## config.mk

```make
export PLATFORM = sky130hd
export DESIGN_NAME = hazard_ctrl
export DESIGN_NICKNAME = d
export VERILOG_FILES = /design/src/rtl/mips_pkg.sv /design/src/rtl/hazard_detect.sv /design/src/rtl/hazard_ctrl.sv
export SDC_FILE = /design/constraint.sdc
export NUM_CORES = 1
export LEC_CHECK = 0
export CORE_MARGIN = 3
export CORE_UTILIZATION = 47
export CTS_CLUSTER_DIAMETER = 50
export DETAILED_ROUTE_END_ITERATION = 16
export GPL_ROUTABILITY_DRIVEN = 0
export PLACE_DENSITY = 0.79
export SLEW_MARGIN = 20
export SYNTH_ARGS = -nofsm -noshare
export SYNTH_HDL_FRONTEND = slang
export SYNTH_SLANG_ARGS = --single-unit
```

## constraint.sdc

```tcl
create_clock -name clk -period 3.3 [get_ports clk]
set_input_delay 0.66 -clock clk [delete_from_list [all_inputs] [get_ports clk]]
set_output_delay 0.66 -clock clk [all_outputs]
set_load 0.005 [all_outputs]
```

## src/rtl/mips_pkg.sv

```systemverilog
// mips_pkg: opcode, pc_sel and hazard-controller action encodings shared by the MIPS core.
`default_nettype none

package mips_pkg;

  localparam logic [5:0] OP_RTYPE = 6'b000000;
  localparam logic [5:0] OP_BEQ   = 6'b000100;
  localparam logic [5:0] OP_J     = 6'b000010;
  localparam logic [5:0] OP_LW    = 6'b100011;
  localparam logic [5:0] OP_SW    = 6'b101011;

  localparam logic [1:0] PC_SEL_SEQ    = 2'b00;
  localparam logic [1:0] PC_SEL_BRANCH = 2'b01;
  localparam logic [1:0] PC_SEL_JUMP   = 2'b10;

  typedef enum logic [1:0] {
    ST_RUN      = 2'b00,
    ST_STALL    = 2'b01,
    ST_FREEZE   = 2'b10,
    ST_REDIRECT = 2'b11
  } state_t;

  function automatic logic uses_rt(input logic [5:0] op);
    return (op == OP_RTYPE) || (op == OP_BEQ) || (op == OP_SW);
  endfunction

endpackage

`default_nettype wire

```

## src/rtl/hazard_detect.sv

```systemverilog
// hazard_detect: combinational load-use / branch-operand hazard and redirect decode for ID.
`default_nettype none

module hazard_detect
  import mips_pkg::*;
(
  input  logic [5:0] id_opcode,
  input  logic [4:0] id_rs,
  input  logic [4:0] id_rt,
  input  logic       equal,
  input  logic       ex_RegWrite,
  input  logic       ex_memRead,
  input  logic       ex_regDst,
  input  logic [4:0] ex_rt,
  input  logic [4:0] ex_rd,
  input  logic       mem_RegWrite,
  input  logic [4:0] mem_writeReg,
  output logic       load_use,
  output logic       br_hazard,
  output logic       taken,
  output logic       is_jump
);

  logic       is_beq;
  logic       rt_used;
  logic [4:0] ex_dest;
  logic       ex_hits_rs, ex_hits_rt;
  logic       mem_hits_rs, mem_hits_rt;
  logic       lw_hits_rs, lw_hits_rt;

  assign is_beq  = (id_opcode == OP_BEQ);
  assign is_jump = (id_opcode == OP_J);
  assign rt_used = uses_rt(id_opcode);
  assign ex_dest = ex_regDst ? ex_rd : ex_rt;

  // $0 is hard-wired, so a zero register number can never create a dependency.
  assign ex_hits_rs  = (ex_dest != 5'd0) && (ex_dest == id_rs);
  assign ex_hits_rt  = (ex_dest != 5'd0) && (ex_dest == id_rt);
  assign mem_hits_rs = (mem_writeReg != 5'd0) && (mem_writeReg == id_rs);
  assign mem_hits_rt = (mem_writeReg != 5'd0) && (mem_writeReg == id_rt);
  assign lw_hits_rs  = (ex_rt != 5'd0) && (ex_rt == id_rs);
  assign lw_hits_rt  = (ex_rt != 5'd0) && (ex_rt == id_rt);

  assign load_use  = ex_memRead && (lw_hits_rs || (rt_used && lw_hits_rt));
  assign br_hazard = is_beq &&
                     ((ex_RegWrite && (ex_hits_rs || ex_hits_rt)) ||
                      (mem_RegWrite && (mem_hits_rs || mem_hits_rt)));
  assign taken     = is_beq && equal;

endmodule

`default_nettype wire

```

## src/rtl/hazard_ctrl.sv

```systemverilog
// hazard_ctrl: per-cycle pipeline action select (freeze/stall/redirect/run), action state,
// stall-run watchdog and saturating stall/flush statistics.
`default_nettype none

module hazard_ctrl
  import mips_pkg::*;
#(
  parameter int ST_W      = 16,
  parameter int MAX_STALL = 2
) (
  input  logic            clk,
  input  logic            rst,
  input  logic [5:0]      id_opcode,
  input  logic [4:0]      id_rs,
  input  logic [4:0]      id_rt,
  input  logic            equal,
  input  logic            ex_RegWrite,
  input  logic            ex_memRead,
  input  logic            ex_regDst,
  input  logic [4:0]      ex_rt,
  input  logic [4:0]      ex_rd,
  input  logic            mem_RegWrite,
  input  logic            mem_memRead,
  input  logic [4:0]      mem_writeReg,
  input  logic            mem_busy,
  input  logic            clr_stats,
  output logic            pc_write,
  output logic            ifid_write,
  output logic            ifid_flush,
  output logic            pipe_write,
  output logic            idex_bubble,
  output logic [1:0]      pc_sel,
  output logic [1:0]      state,
  output logic [ST_W-1:0] stall_cnt,
  output logic [ST_W-1:0] flush_cnt,
  output logic            hazard_err
);

  logic   load_use, br_hazard, taken, is_jump;
  state_t action;
  state_t state_q;
  logic [1:0] run_q;
  logic       run_over;

  // Loads in MEM are already covered through mem_RegWrite/mem_writeReg.
  logic unused_mem_memread;
  assign unused_mem_memread = mem_memRead;

  hazard_detect u_detect (
    .id_opcode    (id_opcode),
    .id_rs        (id_rs),
    .id_rt        (id_rt),
    .equal        (equal),
    .ex_RegWrite  (ex_RegWrite),
    .ex_memRead   (ex_memRead),
    .ex_regDst    (ex_regDst),
    .ex_rt        (ex_rt),
    .ex_rd        (ex_rd),
    .mem_RegWrite (mem_RegWrite),
    .mem_writeReg (mem_writeReg),
    .load_use     (load_use),
    .br_hazard    (br_hazard),
    .taken        (taken),
    .is_jump      (is_jump)
  );

  always_comb begin
    action = ST_RUN;
    if (mem_busy)                    action = ST_FREEZE;
    else if (load_use || br_hazard)  action = ST_STALL;
    else if (taken || is_jump)       action = ST_REDIRECT;
  end

  // Enables are zero-latency; reset holds the whole pipeline still.
  always_comb begin
    pc_write    = 1'b0;
    ifid_write  = 1'b0;
    ifid_flush  = 1'b0;
    pipe_write  = 1'b0;
    idex_bubble = 1'b0;
    pc_sel      = PC_SEL_SEQ;
    if (rst) begin
      unique case (action)
        ST_FREEZE: ;
        ST_STALL: begin
          pipe_write  = 1'b1;
          idex_bubble = 1'b1;
        end
        ST_REDIRECT: begin
          pc_write   = 1'b1;
          ifid_write = 1'b1;
          pipe_write = 1'b1;
          ifid_flush = 1'b1;
          pc_sel     = taken ? PC_SEL_BRANCH : PC_SEL_JUMP;
        end
        default: begin
          pc_write   = 1'b1;
          ifid_write = 1'b1;
          pipe_write = 1'b1;
        end
      endcase
    end
  end

  assign run_over = (action == ST_STALL) && ((int'(run_q) + 1) > MAX_STALL);

  always_ff @(posedge clk or negedge rst) begin
    if (!rst) begin
      state_q    <= ST_RUN;
      run_q      <= 2'd0;
      stall_cnt  <= '0;
      flush_cnt  <= '0;
      hazard_err <= 1'b0;
    end else begin
      state_q <= action;

      case (action)
        ST_STALL:  if (run_q != 2'b11) run_q <= run_q + 2'd1;
        ST_FREEZE: run_q <= run_q;
        default:   run_q <= 2'd0;
      endcase

      if (clr_stats) begin
        stall_cnt  <= '0;
        flush_cnt  <= '0;
        hazard_err <= 1'b0;
      end else begin
        if (action == ST_STALL && stall_cnt != '1)    stall_cnt <= stall_cnt + 1'b1;
        if (action == ST_REDIRECT && flush_cnt != '1) flush_cnt <= flush_cnt + 1'b1;
        if (run_over) hazard_err <= 1'b1;
      end
    end
  end

  assign state = state_q;

endmodule

`default_nettype wire
```

* Word-level counts from Yosys, hierarchy flattened
Index checks and enable logic that the tools add are counted.
** Word-level totals
- Word-level logic and storage cells :: 82
- Register bits after elaboration :: 37
- Output and inout port bits :: 42
- Input port bits :: 41
** Cells by class
- Bitwise operators :: 1
- $lt $le $gt $ge :: 1
- Eq/ne operators :: 16
- Muxes and demuxes :: 23
- $add $sub $neg :: 4
- Reductions and logical operators :: 32
** Operators with widths (number)
- 16-bit two-way mux :: 4
- 16-bit by 1-bit adder with 16-bit output, second input constant :: 2
- 16-bit inequality test, second input constant :: 2
- 5-bit == test :: 6
- 1-bit logical AND :: 15
- 5-bit nonzero test :: 3
- 2-bit two-way mux :: 7
- 1-bit two-way mux :: 10
- 1-bit logical OR :: 8
- 6-bit by 2-bit == test with 1-bit output, second input constant :: 1
- 6-bit by 3-bit == test with 1-bit output, second input constant :: 1
- 6-bit == test, second input constant :: 1
- 6-bit logical NOT :: 1
- 2-bit nonzero test :: 3
- 5-bit two-way mux :: 1
- 2-bit == test, second input constant :: 2
- 2-bit one-hot mux with 2 select lines :: 1
- 2-bit by 1-bit adder with 3-bit output, second input constant :: 1
- 3-bit by 2-bit greater-than comparator with 1-bit output, second input constant :: 1
- 2-bit by 1-bit adder with 2-bit output, second input constant :: 1
- 2-bit by 1-bit == test with 1-bit output, second input constant :: 1
- 2-bit by 1-bit inequality test with 1-bit output, second input constant :: 1
- 2-bit inequality test, second input constant :: 1
- 2-bit AND reduction :: 1
- 2 further kinds :: 2

* Logic depth before layout (Yosys ltp)
Gate-level depths: netlist (run 1).
- Depth after elaboration :: 14
- Depth in mapped cells :: 11
- Depth with buffers taken out :: 8

* Modules after synthesis
From an unflattened synthesis (run 1), not the netlist that was laid out.
** Unflattened totals
- Cell total of the unflattened synthesis :: 303
- Area, all modules :: 2725.1 µm²
** Modules (own cells, without submodules)
- hazard_ctrl :: instances 1, area each 2190.9 µm², cells an instance 236, seq. area each 925.9 µm²
- hazard_detect :: instances 1, area each 534.3 µm², cells an instance 67, seq. area each 0.0 µm²

* Worst setup path after synthesis (run 1)
OpenSTA, ideal clock, no wires.
- Path type :: input to output
- Start point :: input ex_regDst
- End point :: output idex_bubble
- Stages on the path :: 9
- Data arrival time :: 2.113 ns
- Setup slack :: 0.527 ns
- Path buffers :: 2
- Required time :: 2.640 ns
- Cells stage by stage :: buf_6 -> mux2i_2 -> xnor2_1 -> nor3_2 -> nand4_1 -> a31oi_4 -> or2_1 -> buf_2 -> and2_1
** Between the ends
- Word-level cells in the longest chain between the ends :: 13
- Elaborated cells between the ends (all ways) :: 16
- Those cells by class :: eq/ne: 3; mux: 5; reduce/logical: 8
** Ends and longest elaborated chain
- start, declared :: line hazard_ctrl.sv:19 : input logic ex_regDst,
- 5-bit two-way mux * :: line hazard_detect.sv:34 : assign ex_dest = ex_regDst ? ex_rd : ex_rt;
- 5-bit == test, or another cell as far along :: line hazard_detect.sv:37 : assign ex_hits_rs = (ex_dest != 5'd0) && (ex_dest == id_rs);
- 1-bit logical AND, on equally long branches :: line hazard_detect.sv:37, hazard_detect.sv:38
- 1-bit logical OR * :: line hazard_detect.sv:46 : ((ex_RegWrite && (ex_hits_rs || ex_hits_rt)) ||
- 1-bit logical AND * :: line hazard_detect.sv:46
- 1-bit logical OR * :: line hazard_detect.sv:46
- 1-bit logical AND * :: line hazard_detect.sv:45 : assign br_hazard = is_beq &&
- 1-bit logical OR * :: line hazard_ctrl.sv:70 : else if (load_use || br_hazard) action = ST_STALL;
- 2-bit two-way mux * :: line hazard_ctrl.sv:70
- 2-bit two-way mux * :: line hazard_ctrl.sv:69 : if (mem_busy) action = ST_FREEZE;
- 2-bit by 1-bit == test with 1-bit output * :: line hazard_ctrl.sv:83 : unique case (action)
- 1-bit two-way mux * :: line hazard_ctrl.sv:83
- 1-bit two-way mux * :: line hazard_ctrl.sv:82 : if (rst) begin
- end, declared :: line hazard_ctrl.sv:31 : output logic idex_bubble,
Every way passes the cells marked *; elsewhere a longest branch is shown, timed or not.

* Final worst setup path (run 1)
- Start point :: input id_rt[0]
- End point :: output pc_sel[1]
** Between the ends
- Word-level cells in the longest chain between the ends :: 12
- Elaborated cells between the ends (all ways) :: 21
- Those cells by class :: eq/ne: 4; mux: 4; reduce/logical: 13
** Ends and longest elaborated chain
- start, declared :: line hazard_ctrl.sv:15 : input logic [4:0] id_rt,
- 5-bit == test, on equally long branches :: line hazard_detect.sv:38, hazard_detect.sv:40
- 1-bit logical AND, on equally long branches :: line hazard_detect.sv:38, hazard_detect.sv:40
- 1-bit logical OR, on equally long branches :: line hazard_detect.sv:46, hazard_detect.sv:47
- 1-bit logical AND, on equally long branches :: line hazard_detect.sv:46, hazard_detect.sv:47
- 1-bit logical OR :: line hazard_detect.sv:46
- 1-bit logical AND :: line hazard_detect.sv:45
- 1-bit logical OR * :: line hazard_ctrl.sv:70
- 2-bit two-way mux * :: line hazard_ctrl.sv:70
- 2-bit two-way mux * :: line hazard_ctrl.sv:69
- 2-bit == test * :: line hazard_ctrl.sv:83
- 2-bit two-way mux * :: line hazard_ctrl.sv:83
- 2-bit two-way mux * :: line hazard_ctrl.sv:82
- end, declared :: line hazard_ctrl.sv:32 : output logic [1:0] pc_sel,
Marked as above.

==> summary.txt, run 1 <==
Floorplan
  • Initial Util: 0.5002
  • Die Wd: 80.66 um
  • Die area: about 0.0065 mm2
  • Die height: 80.66 um
  • Rows: 26
  • Io pins: a little over 80
  • Core area: 0.005238 mm2

Logic synthesis
  • Netlist cell types: 45
  • Number of flops mapped to enable cells by yosys: 0
  • Syn Area/Cell: between 9 and 10 um2
  • Top cell type by total area after synthesis: dfrtp_1
  • Cells after Synth: 290
  • Synth area leaders: dfrtp_1 35%, xnor2_1 6.7%, xor2_1 4.3%
  • Synthesis-stage register bit count: 37
  • Synth Warn #: 0
  • Area of the mapped netlist: about 0.0026 mm2
  • Yosys top cell area share: 0.3534
  • Asr flop ratio synth: 1.000
  • Register area share after synthesis: 0.3534
  • Mapped Nets: between 300 and 400
  • Ys flop type: dfrtp_1

Clock network
  • H-tree depth: 2
  • CTS clk-pin slew, worst paths: 0.08 ns
  • CTS tree: yes
  • CTS Buffer Depth: 2
  • Clk sinks: 37
  • CTS buffer count: 5
  • CTS Root Cell: clkbuf_8
  • Clock Latency Late Sink: 0.29 ns

Route
  • Initial DRT Pass Iterations: 4
  • Vias per cell: roughly 5.5
  • Drc violations: 0
  • DR iter-0 viols: 119
  • Final wirelength: slightly above 7 mm
  • DRT antenna net count: 0
  • Vias: approximately 2600
  • WL/cell: around 15 um

Finish
  • Multi-input logic area: roughly 0.0017 mm2
  • Commonest non-fill, non-tap cell in the layout: clkdlybuf4s50_1
  • Layout Nets: approximately 450
  • Post-layout instance area: 0.003971 mm2
  • Diode count: 0
  • Layout cell share with drive strength beyond 1: 0.2150
  • Layout area overhead: 51.58%
  • Most frequent cells in the layout: 61 x clkdlybuf4s50_1, 37 x dfrtp_1, 33 x buf_4
  • Filler Cell Count: ~370
  • Final core occ: 0.7582
  • Reg area: around 900 um2

GRT
  • Largest net degree at the start of global routing: 46
  • First-pass GRT wire length: about 12 mm
  • GRT overflow: 0
  • Vias in the first global route: approximately 2500
  • Initial antenna violation count: 0
  • Total GRT Usage: 0.2269

Critical path
  • Crit-path max cell delay: approximately 0.54 ns
  • Crit Path Max Fanout: 4
  • Worst setup EP type: output pin
  • Critical path buffers and inverters: 4
  • Arr. time, crit path: between 2 and 3 ns
  • Crit-path cells: clkdlybuf4s50_1, buf_4, xor2_1, nor4_2, o211a_1, nor2_2, nand2_2, buf_6, nor3b_2, buf_2
  • CP startpoint kind: input pin
  • Worst Path Required: 2.64 ns
  • Cell family contributing the most delay on the critical path: buffers and inverters
  • Crit path max-delay cell type: clkdlybuf4s50_1
  • Crit Path Class: in2out

Flow run
  • Max_cap viols: 0

Place
  • DPL Wire Length: 5.130 mm
  • Placed inst area: roughly 0.0037 mm2
  • Buffers on Ports: slightly above 80

Hold path
  • Hold WC Path Type: in2async

STA
  • Post-layout minimum cycle time: 3.172 ns
  • Worst slew pin tran: 0.5427 ns
  • Fin. max-slew vios: 0
  • Setup Viol. Count Final: 0
  • RSZ-0062 raised after global routing: false
  • Worst slew margin: 0.6369
  • Fin Setup TNS: 0 ns
  • Achievable frequency: 315.2 MHz
  • Final period utilization: 0.9613
  • Clk_skew: around 0.0083 ns
  • Final hold violations: 0

Pwr
  • PwrDens: 271.7 mW/mm2
  • P_leak: between 1.5 and 2 nW
  • Peak VDD IR: around 0.00021 V

Run status
  • Status: completed
[final cells by class]
class	count	area share
sequential	37	0.2331
tap	70	0.02205
inverter	7	0.006616
multi-input combinational	231	0.4304
clock inverter	2	0.009452
clock buffer	6	0.02079
timing repair buffer	117	0.2776
[what timing repair did]
action / in CTS / in global routing
gates resized for setup: 34 / 18
buffers inserted: 3 / 0
setup endpoints to repair: 6 / 7
pin swaps: 7 / 9
hold endpoints to repair: 0 / 0
hold buffers: 0 / 0
[stage by stage]
| step | hold WS (ns) | setup slack, ns | instances | total power, mW |
|---|---|---|---|---|
| after detailed placement | 0.5049 | -0.4674 | 459 | 0.6495 |
| after global placement | 0.4823 | -0.3909 | 459 | 0.6453 |
| final | 0.4147 | 0.1277 | 470 | 1.079 |
| after floorplan | 0.3644 | 0.5267 | 290 | 0.5385 |
| after CTS | 0.4337 | 0.01078 | 470 | 1.081 |
| after global routing | 0.4544 | 0.002909 | 470 | 1.117 |
[worst register-to-register path: cells and delay by family (launching register included)]
| family | cells | cell delay, ns |
|---|---|---|
| simple gates | 7 | 1.27 |
| buf+inv | 1 | 0.19 |
| mux | 1 | 0.34 |
| flops | 1 | 0.47 |
[power breakdown]
| part | leakage, nW | internal, mW | switching, mW |
|---|---|---|---|
| sequential | 0.515 | 0.454 | 0.000855 |
| clock | 0.0574 | 0.246 | 0.173 |
| combinational | 1.11 | 0.111 | 0.0935 |
| total | 1.68 | 0.811 | 0.268 |
[cells in the mapped netlist (6+ instances only)]
cell type	number
or4_1	6
nand4_1	12
nor3_1	6
mux2_2	10
nor2b_1	12
a21oi_1	20
or3_1	8
nor4_1	7
clkbuf_1	8
o31ai_1	6
xor2_1	13
xnor2_1	20
nor2_1	27
o21ai_0	10
nand3_1	11
nand2_1	15
inv_1	7
dfrtp_1	37
[sequential cells by signal, indices dropped and copies added (netlist names)]
signal,cells
run_q,2
stall_cnt,16
hazard_err,1
state,2
flush_cnt,16
[kinds of logic (layout without fill, tap and decap cells)]
logic type,after synthesis,in the layout,synth area share
compound gates,48,48,0.1242
xor+xnor,33,33,0.1103
fa+ha+maj,5,5,0.02388
buf+inv,22,132,0.04298
flops,37,37,0.3534
mux,17,17,0.07259
simple gates,128,128,0.2727
[worst paths after layout]
path	from	end	slack, ns	cells after the start
setup / recovery	id_rt[0]	pc_sel[1]	0.13	10
hold / removal	rst	run_q[0]	0.41	2
setup reg to reg	flush_cnt[3]	flush_cnt[10]	0.93	9
hold reg to reg	hazard_err	hazard_err	0.52	2
max in group asynchronous	rst	flush_cnt[15]	2.53	2
min in group clk	hazard_err	hazard_err	0.52	2
[per-layer routing]
| layer | GRT usage | routed length (um) |
|---|---|---|
| met1 | 0.3030 | 3146 |
| met2 | 0.3866 | 3586 |
| met3 | 0.03587 | 330 |
| met4 | 0.04899 | 38 |
| met5 | 0 | 0 |
No activity file was read; power rests on OpenSTA's default activity.
==> run 2, diff against run 1 <==
- CORE_UTILIZATION: 47 -> 48
- PLACE_DENSITY: 0.79 -> 0.8
- SKIP_LAST_GASP: unset -> 1
- SYNTH_HIERARCHICAL: unset -> 1
==> run 2 against run 1 <==
Effect of this change: the run now ends with negative setup slack left; clock power barely moved; via count increased by 16%; design area increased by 11%; worst setup slack got worse by 0.15 ns; non-clock buffer count up 9; register-to-register slack worse by 0.05 ns; clock skew grew 0.00089 ns; utilization up 7.4 points; maximum frequency is 4.5% lower; hold slack better by 0.024 ns; power up 1.8%.
==> summary.txt, run 2 <==
Clock network
  • Clk sinks: 37 (unchanged)
  • CTS buffer count: 5 (unchanged)
  • CTS tree: yes
  • Clock Latency Late Sink: 0.29 ns (about the same)
  • CTS Root Cell: clkbuf_8
  • CTS clk-pin slew, worst paths: 0.08 ns (about the same)
  • H-tree depth: 2 (unchanged)
  • CTS Buffer Depth: 2 (unchanged)
  • Post-CTS Hold Fix Bufs: 0 (unchanged)

Finish
  • Finished Layout Cells: 494 (+5.1%)
  • Layout area overhead: 61.85%
  • Most frequent cells in the layout: 46 x clkdlybuf4s50_1, 37 x dfrtp_1, 35 x buf_4
  • Biggest regs: flush_cnt x16, stall_cnt x16
  • Layout Nets: 469 (+5.4%)
  • Commonest non-fill, non-tap cell in the layout: clkdlybuf4s50_1
  • Layout cell share with drive strength beyond 1: 0.2854 (+0.07038)
  • Diode count: 0 (unchanged)

Route
  • WL/cell: 19.73 um (+31%)
  • Final wirelength: 9.747 mm (+37%)
  • Vias: 3001 (+16%)
  • DRT antenna net count: 0 (unchanged)
  • Initial DRT Pass Iterations: 5 (+1)
  • DR iter-0 viols: 192 (+61%)
  • Drc violations: 0 (unchanged)
  • Vias per cell: 6.075 (+10%)

Pwr
  • Peak VDD IR: 0.0002523 V (+17%)
  • Combinational fraction of design power: 0.202 (+0.012)
  • P_leak: 1.919 nW (+14%)
  • Clock power frac: 0.383 (-0.006)
  • PwrDens: 249.1 mW/mm2 (-8.3%)
  • Switching share of power: 0.2598 (+0.01187)
  • Part of the power in registers: 0.415 (-0.007)
  • Internal Power: 0.8132 mW (+0.22%)
  • Switching power: 0.2855 mW (+6.7%)

GRT
  • Largest net degree at the start of global routing: 49 (+6.5%)
  • Total GRT Usage: 0.2716 (+0.04472)
  • GRT overflow: 0 (unchanged)
  • Vias in the first global route: 2819 (+13%)
  • Initial antenna violation count: 0 (unchanged)
  • First-pass GRT wire length: 13.96 mm (+20%)

Floorplan
  • Core area: 0.005303 mm2 (+1.2%)
  • Die height: 81.35 um (+0.85%)
  • Initial Util: 0.5139 (+0.01368)
  • Die Wd: 81.35 um (+0.85%)
  • Die area: 0.006617 mm2 (+1.7%)
  • Io pins: 83 (unchanged)
  • Rows: 26 (unchanged)

Logic synthesis
  • Post-synth top cells: 37 x dfrtp_1, 29 x nor2_1, 20 x a21oi_1
  • Register area share after synthesis: 0.3398 (-0.01363)
  • Synth Warn #: 6 (+6)
  • Synth area leaders: dfrtp_1 34%, mux2_2 6.6%, xnor2_1 5.1%
  • Top cell type by total area after synthesis: dfrtp_1
  • Most frequent cell after synthesis: dfrtp_1
  • Cells after Synth: 303 (+4.5%)
  • Area of the mapped netlist: 0.002725 mm2 (+4.0%)
  • Syn Area/Cell: 8.994 um2 (-0.45%)
  • Yosys top cell area share: 0.3398 (-0.01363)
  • Synthesis-stage register bit count: 37 (unchanged)
  • Number of flops mapped to enable cells by yosys: 0 (unchanged)
  • Asr flop ratio synth: 1.000 (unchanged)
  • Mapped Nets: 349 (+3.9%)
  • Ys flop type: dfrtp_1
  • Netlist cell types: 54 (+20%)

STA
  • Final hold violations: 0 (unchanged)
  • Final period utilization: 1.007 (+0.04537)
  • Achievable frequency: 301.0 MHz (-4.5%)
  • Clk_skew: 0.009163 ns (+0.0008887 ns)
  • Worst slew pin tran: 0.8041 ns (+0.2614 ns)
  • Post-route setup slack: -0.02203 ns (-0.1497 ns)
  • Post-layout minimum cycle time: 3.322 ns (+0.1497 ns)
  • Worst slew margin: 0.4598 (-0.1770)
  • Worst hold margin: 0.4385 ns (+0.02381 ns)
  • Setup Viol. Count Final: 1 (+1)
  • Fin. max-slew vios: 0 (unchanged)

Critical path
  • CP startpoint kind: input pin
  • Crit Path Class: in2reg
  • Arr. time, crit path: 3.52 ns (+1.01 ns)
  • Worst Path Required: 3.50 ns (+0.86 ns)
  • Worst setup EP type: flop
  • Crit Path Max Fanout: 6 (+2)

Flow run
  • Max_cap viols: 0 (unchanged)

Run status
  • Violated checks: negative setup slack
  • Status: finished, violations left

Place
  • DPL Wire Length: 5.835 mm (+14%)
  • Buffers on Ports: 81 (unchanged)
  • Placed instance count: 478 (+4.1%)

Hold path
  • Hold WC Path Type: in2async
[run 2: changes by cell type after synthesis, moves of 3 or more]
cell / before / now
nand4_1: 12 / 8
or3_1: 8 / 4
inv_1: 7 / 11
xnor2_1: 20 / 16
o21ai_0: 10 / 5
nor4_1: 7 / 14
mux2_2: 10 / 16
a31o_2: 3 / 0
[run 2: power by group through the flow]
stage	Clock [mW]	Combinational, mW	Sequential [mW]
6_report	0.421	0.222	0.456
5_1_grt	0.444	0.233	0.456
4_1_cts	0.418	0.202	0.456
3_5_place_dp	0	0.192	0.465
3_3_place_gp	0	0.188	0.465
2_1_floorplan	0	0.0788	0.465
[run 2: metal layers]
metal  vias to the layer above  track usage  part of all wire
li1                       1350            -                 -
met1                      1466       0.3451              0.39
met2                       146       0.4617              0.52
met3                        39      0.04213             0.052
met4                         0       0.1030             0.039
met5                         -            0                 0
[run 2: cell families (layout without fill, tap and decap cells)]
family,after synthesis,count (layout),share of synthesized area
AO/OA/AOI/OAI,49,49,0.1258
XOR/XNOR,30,30,0.09642
adder cells (fa/ha/maj),5,5,0.02296
buffers and inverters,24,145,0.03903
flip-flops,37,37,0.3398
multiplexers,23,23,0.09183
AND/OR/NAND/NOR,135,135,0.2842
[run 2: worst paths after layout]
kind	cells past startpoint	slack, ns	startpoint	endpoint
hold reg to reg	2	0.52	hazard_err	hazard_err
min in group clk	2	0.52	hazard_err	hazard_err
setup / recovery	11	-0.02	ex_rd[2]	flush_cnt[1]
setup reg to reg	6	0.88	flush_cnt[0]	flush_cnt[9]
hold / removal	2	0.44	rst	flush_cnt[2]
max in group asynchronous	2	2.51	rst	stall_cnt[8]
[run 2: what timing repair did]
| action | in CTS | in global routing |
|---|---|---|
| buffers inserted | 5 | 3 |
| setup endpoints to repair | 30 | 32 |
| resized for setup | 52 | 52 |
| pin swaps | 15 | 30 |
[run 2: area by class of cell]
class / instances / area (um2)
well taps: 70 / 87.58
fillers: 280 / 892.1
multi-input cells: 242 / 2012
clock inverters: 1 / 30.03
clock buffers: 7 / 86.33
inverters: 11 / 41.29
flip-flops and latches: 37 / 925.9
repair buffers: 126 / 1227
[run 2: through the flow]
| stage | total power [mW] | setup slack, ns | setup TNS, ns | util | cell area (um2) |
|---|---|---|---|---|---|
| floorplan | 0.5434 | 0.01421 | 0 | - | 2776 |
| global placement | 0.6523 | -0.6205 | -14.80 | 0.7315 | 3879 |
| detailed placement | 0.6567 | -0.6448 | -16.59 | 0.7315 | 3879 |
| CTS | 1.076 | -0.07832 | -0.3367 | 0.7947 | 4214 |
| global route | 1.132 | -0.09108 | -0.9599 | 0.8318 | 4410 |
| finish | 1.099 | -0.02203 | -0.02203 | 0.8318 | 4410 |
[run 2: critical path: stages]
cell           delay, ns
dlygate4sd2_1       0.24
or4b_1              0.51
o31a_1              0.28
o221ai_2            0.09
a21oi_4             0.11
buf_4               0.15
or2_4               0.25
or3_4               0.39
buf_6               0.16
or3b_2              0.46
a21oi_1             0.23
==> run 3, diff against run 2 <==
- CORE_UTILIZATION: 48 -> 49
- CTS_BUF_LIST: unset -> sky130_fd_sc_hd__clkbuf_4
- PLACE_DENSITY: 0.8 -> 0.81
==> run 3 against run 2 <==
Effect of this change: the run now ends clean; critical path depth up 2; power shrank 9.5%; global-route usage rose by 0.52 points; highest routed layer unchanged; utilization grew 0.60 points; register-to-register slack lost 0.13 ns; first-iteration DRC count down 28%; routed wire length shrank 4.3%; critical endpoint is now flush_cnt[0]; via count down 2.3%; non-clock buffer count increased by 3; sequential power about the same.
==> summary.txt, run 3 (same netlist as run 2, synthesis figures left out) <==
Run status
  • Status: completed

Place
  • Placed inst area: 0.003891 mm2 (+0.32%)
  • Buffers on Ports: 81 (unchanged)
  • DPL Wire Length: 5.929 mm (+1.6%)
  • Pre-CTS WS: -0.7522 ns (-0.1074 ns)

Critical path
  • Reg-to-reg endpoint: flush_cnt[9]
  • CP Capture Point: flush_cnt[0]
  • Worst Setup SP: id_rs[4]
  • Reg2reg path depth: 6 (unchanged)
  • Crit path max-delay cell type: or3_4
  • Crit Path Class: in2reg
  • Crit-path max cell delay: 0.47 ns (-0.04 ns)
  • R2R Path Start: flush_cnt[0]
  • CP startpoint kind: input pin
  • Arr. time, crit path: 3.54 ns (+0.02 ns)
  • Crit-path cells: clkdlybuf4s50_1, buf_4, xnor2_1, nor3_2, o221ai_2, a21oi_4, buf_6, or2_1, or3_4, buf_6, buf_4, or3_4, a21oi_2
  • Worst setup EP type: flop
  • Crit Path Max Fanout: 7 (+1)
  • R2r setup slk: 0.75 ns (-0.13 ns)
  • Worst Path Required: 3.57 ns (+0.07 ns)

Route
  • Vias per cell: 5.901 (-2.9%)
  • DRT antenna net count: 0 (unchanged)
  • Vias: 2933 (-2.3%)
  • DR iter-0 viols: 139 (-28%)
  • WL/cell: 18.77 um (-4.9%)
  • Final wirelength: 9.327 mm (-4.3%)
  • Drc violations: 0 (unchanged)
  • Initial DRT Pass Iterations: 4 (-1)

STA
  • Fin Setup TNS: 0 ns (+0.02203 ns)
  • Fin. max-slew vios: 0 (unchanged)
  • Setup Viol. Count Final: 0 (-1)
  • Post-route setup slack: 0.03453 ns (+0.05656 ns)
  • RSZ-0062 raised after global routing: true
  • Achievable frequency: 306.2 MHz (+1.7%)
  • Worst slew pin tran: 0.6903 ns (-0.1137 ns)
  • Final period utilization: 0.9895 (-0.01714)
  • Post-layout minimum cycle time: 3.265 ns (-0.05656 ns)
  • Worst slew margin: 0.5386 (+0.07875)
  • Clk_skew: 0.02017 ns (+0.01101 ns)
  • Final hold violations: 0 (unchanged)

Finish
  • Layout area overhead: 61.02%
  • Diode count: 0 (unchanged)
  • Final core occ: 0.8378 (+0.006033)
  • Most frequent cells in the layout: 45 x clkdlybuf4s50_1, 41 x buf_4, 37 x dfrtp_1
  • Layout Nets: 472 (+0.64%)
  • Biggest regs: flush_cnt x16, stall_cnt x16
  • Commonest non-fill, non-tap cell in the layout: clkdlybuf4s50_1
  • Post-layout instance area: 0.004388 mm2 (-0.51%)
  • Layout cell share with drive strength beyond 1: 0.2974 (+0.01205)

Flow run
  • Max_cap viols: 0 (unchanged)

GRT
  • First-pass GRT wire length: 14.19 mm (+1.6%)
  • Vias in the first global route: 3010 (+6.8%)
  • Largest net degree at the start of global routing: 49 (unchanged)
  • GRT overflow: 0 (unchanged)
  • Initial antenna violation count: 0 (unchanged)
  • Total GRT Usage: 0.2768 (+0.005215)

Pwr
  • P_leak: 1.898 nW (-1.1%)
  • Peak VDD IR: 0.0001651 V (-35%)
  • PwrDens: 226.5 mW/mm2 (-9.1%)

Clock network
  • CTS clk-pin slew, worst paths: 0.14 ns (+0.06 ns)
  • Clk sinks: 37 (unchanged)
  • H-tree depth: 2 (unchanged)
  • Clock Latency Late Sink: 0.35 ns (+0.06 ns)
  • CTS Root Cell: clkbuf_4
  • CTS Buffer Depth: 2 (unchanged)
  • CTS buffer count: 5 (unchanged)
  • CTS tree: yes

Floorplan
  • Io pins: 83 (unchanged)
  • Die height: 80.58 um (-0.95%)
  • Core area: 0.005238 mm2 (-1.2%)
  • Initial Util: 0.5203 (+0.006384)
  • Die area: 0.006492 mm2 (-1.9%)
  • Die Wd: 80.58 um (-0.95%)
  • Rows: 26 (unchanged)

Hold path
  • Hold WC Path Type: in2async
-- run 3: how the worst min path moves through the flow --
stage | slack [ns] | depth (start not counted) | to
2_1_floorplan | 0.36 | 0 | flush_cnt[0]
3_3_place_gp | 0.48 | 2 | hazard_err
3_5_place_dp | 0.52 | 2 | hazard_err
4_1_cts | 0.39 | 2 | flush_cnt[7]
5_1_grt | 0.39 | 2 | flush_cnt[7]
6_report | 0.37 | 2 | flush_cnt[5]
-- run 3: final cells by class --
type | instances | area, um2
Inverter | 11 | 41.29
Sequential cell | 37 | 925.9
Multi-Input combinational cell | 242 | 2031
Tap cell | 70 | 87.58
Clock buffer | 5 | 37.54
Timing Repair Buffer | 129 | 1224
Clock inverter | 3 | 41.29
Fill cell | 321 | 849.6
-- run 3: repair_timing --
action	in CTS	in global routing
setup buffers	7	3
resized for setup	48	55
hold buffers	0	0
pin swaps	14	19
gates cloned	1	0
endpoints found under the setup margin	28	25
-- run 3: critical path, delay by kind of cell --
family | cells | cell delay [ns]
AO/OA/AOI/OAI | 3 | 0.45
XOR/XNOR | 1 | 0.24
buffers and inverters | 5 | 1.06
AND/OR/NAND/NOR | 4 | 1.13
-- run 3: power by group --
group / internal (mW) / total (mW) / switching, mW
sequential: 0.455 / 0.456 / 0.00113
clock: 0.157 / 0.324 / 0.167
combinational: 0.111 / 0.214 / 0.103
total: 0.722 / 0.994 / 0.272
-- run 3: through the flow --
step                      total power [mW]  hold slack (ns)  instances
after floorplan                     0.5434           0.3644        303
after global placement              0.6546           0.4818        478
after detailed placement            0.6606           0.5186        478
after CTS                           0.9807           0.3881        494
after global routing                 1.030           0.3899        497
final                               0.9940           0.3694        497
-- run 3: layer usage --
layer	vias to the layer above	track usage	wire length, um	share of wire
met1	1444	0.3251	3622	0.39
met5	-	0	0	0
met3	18	0.04148	413	0.044
met4	0	0.07939	220	0.024
li1	1363	-	-	-
met2	108	0.5157	5071	0.54
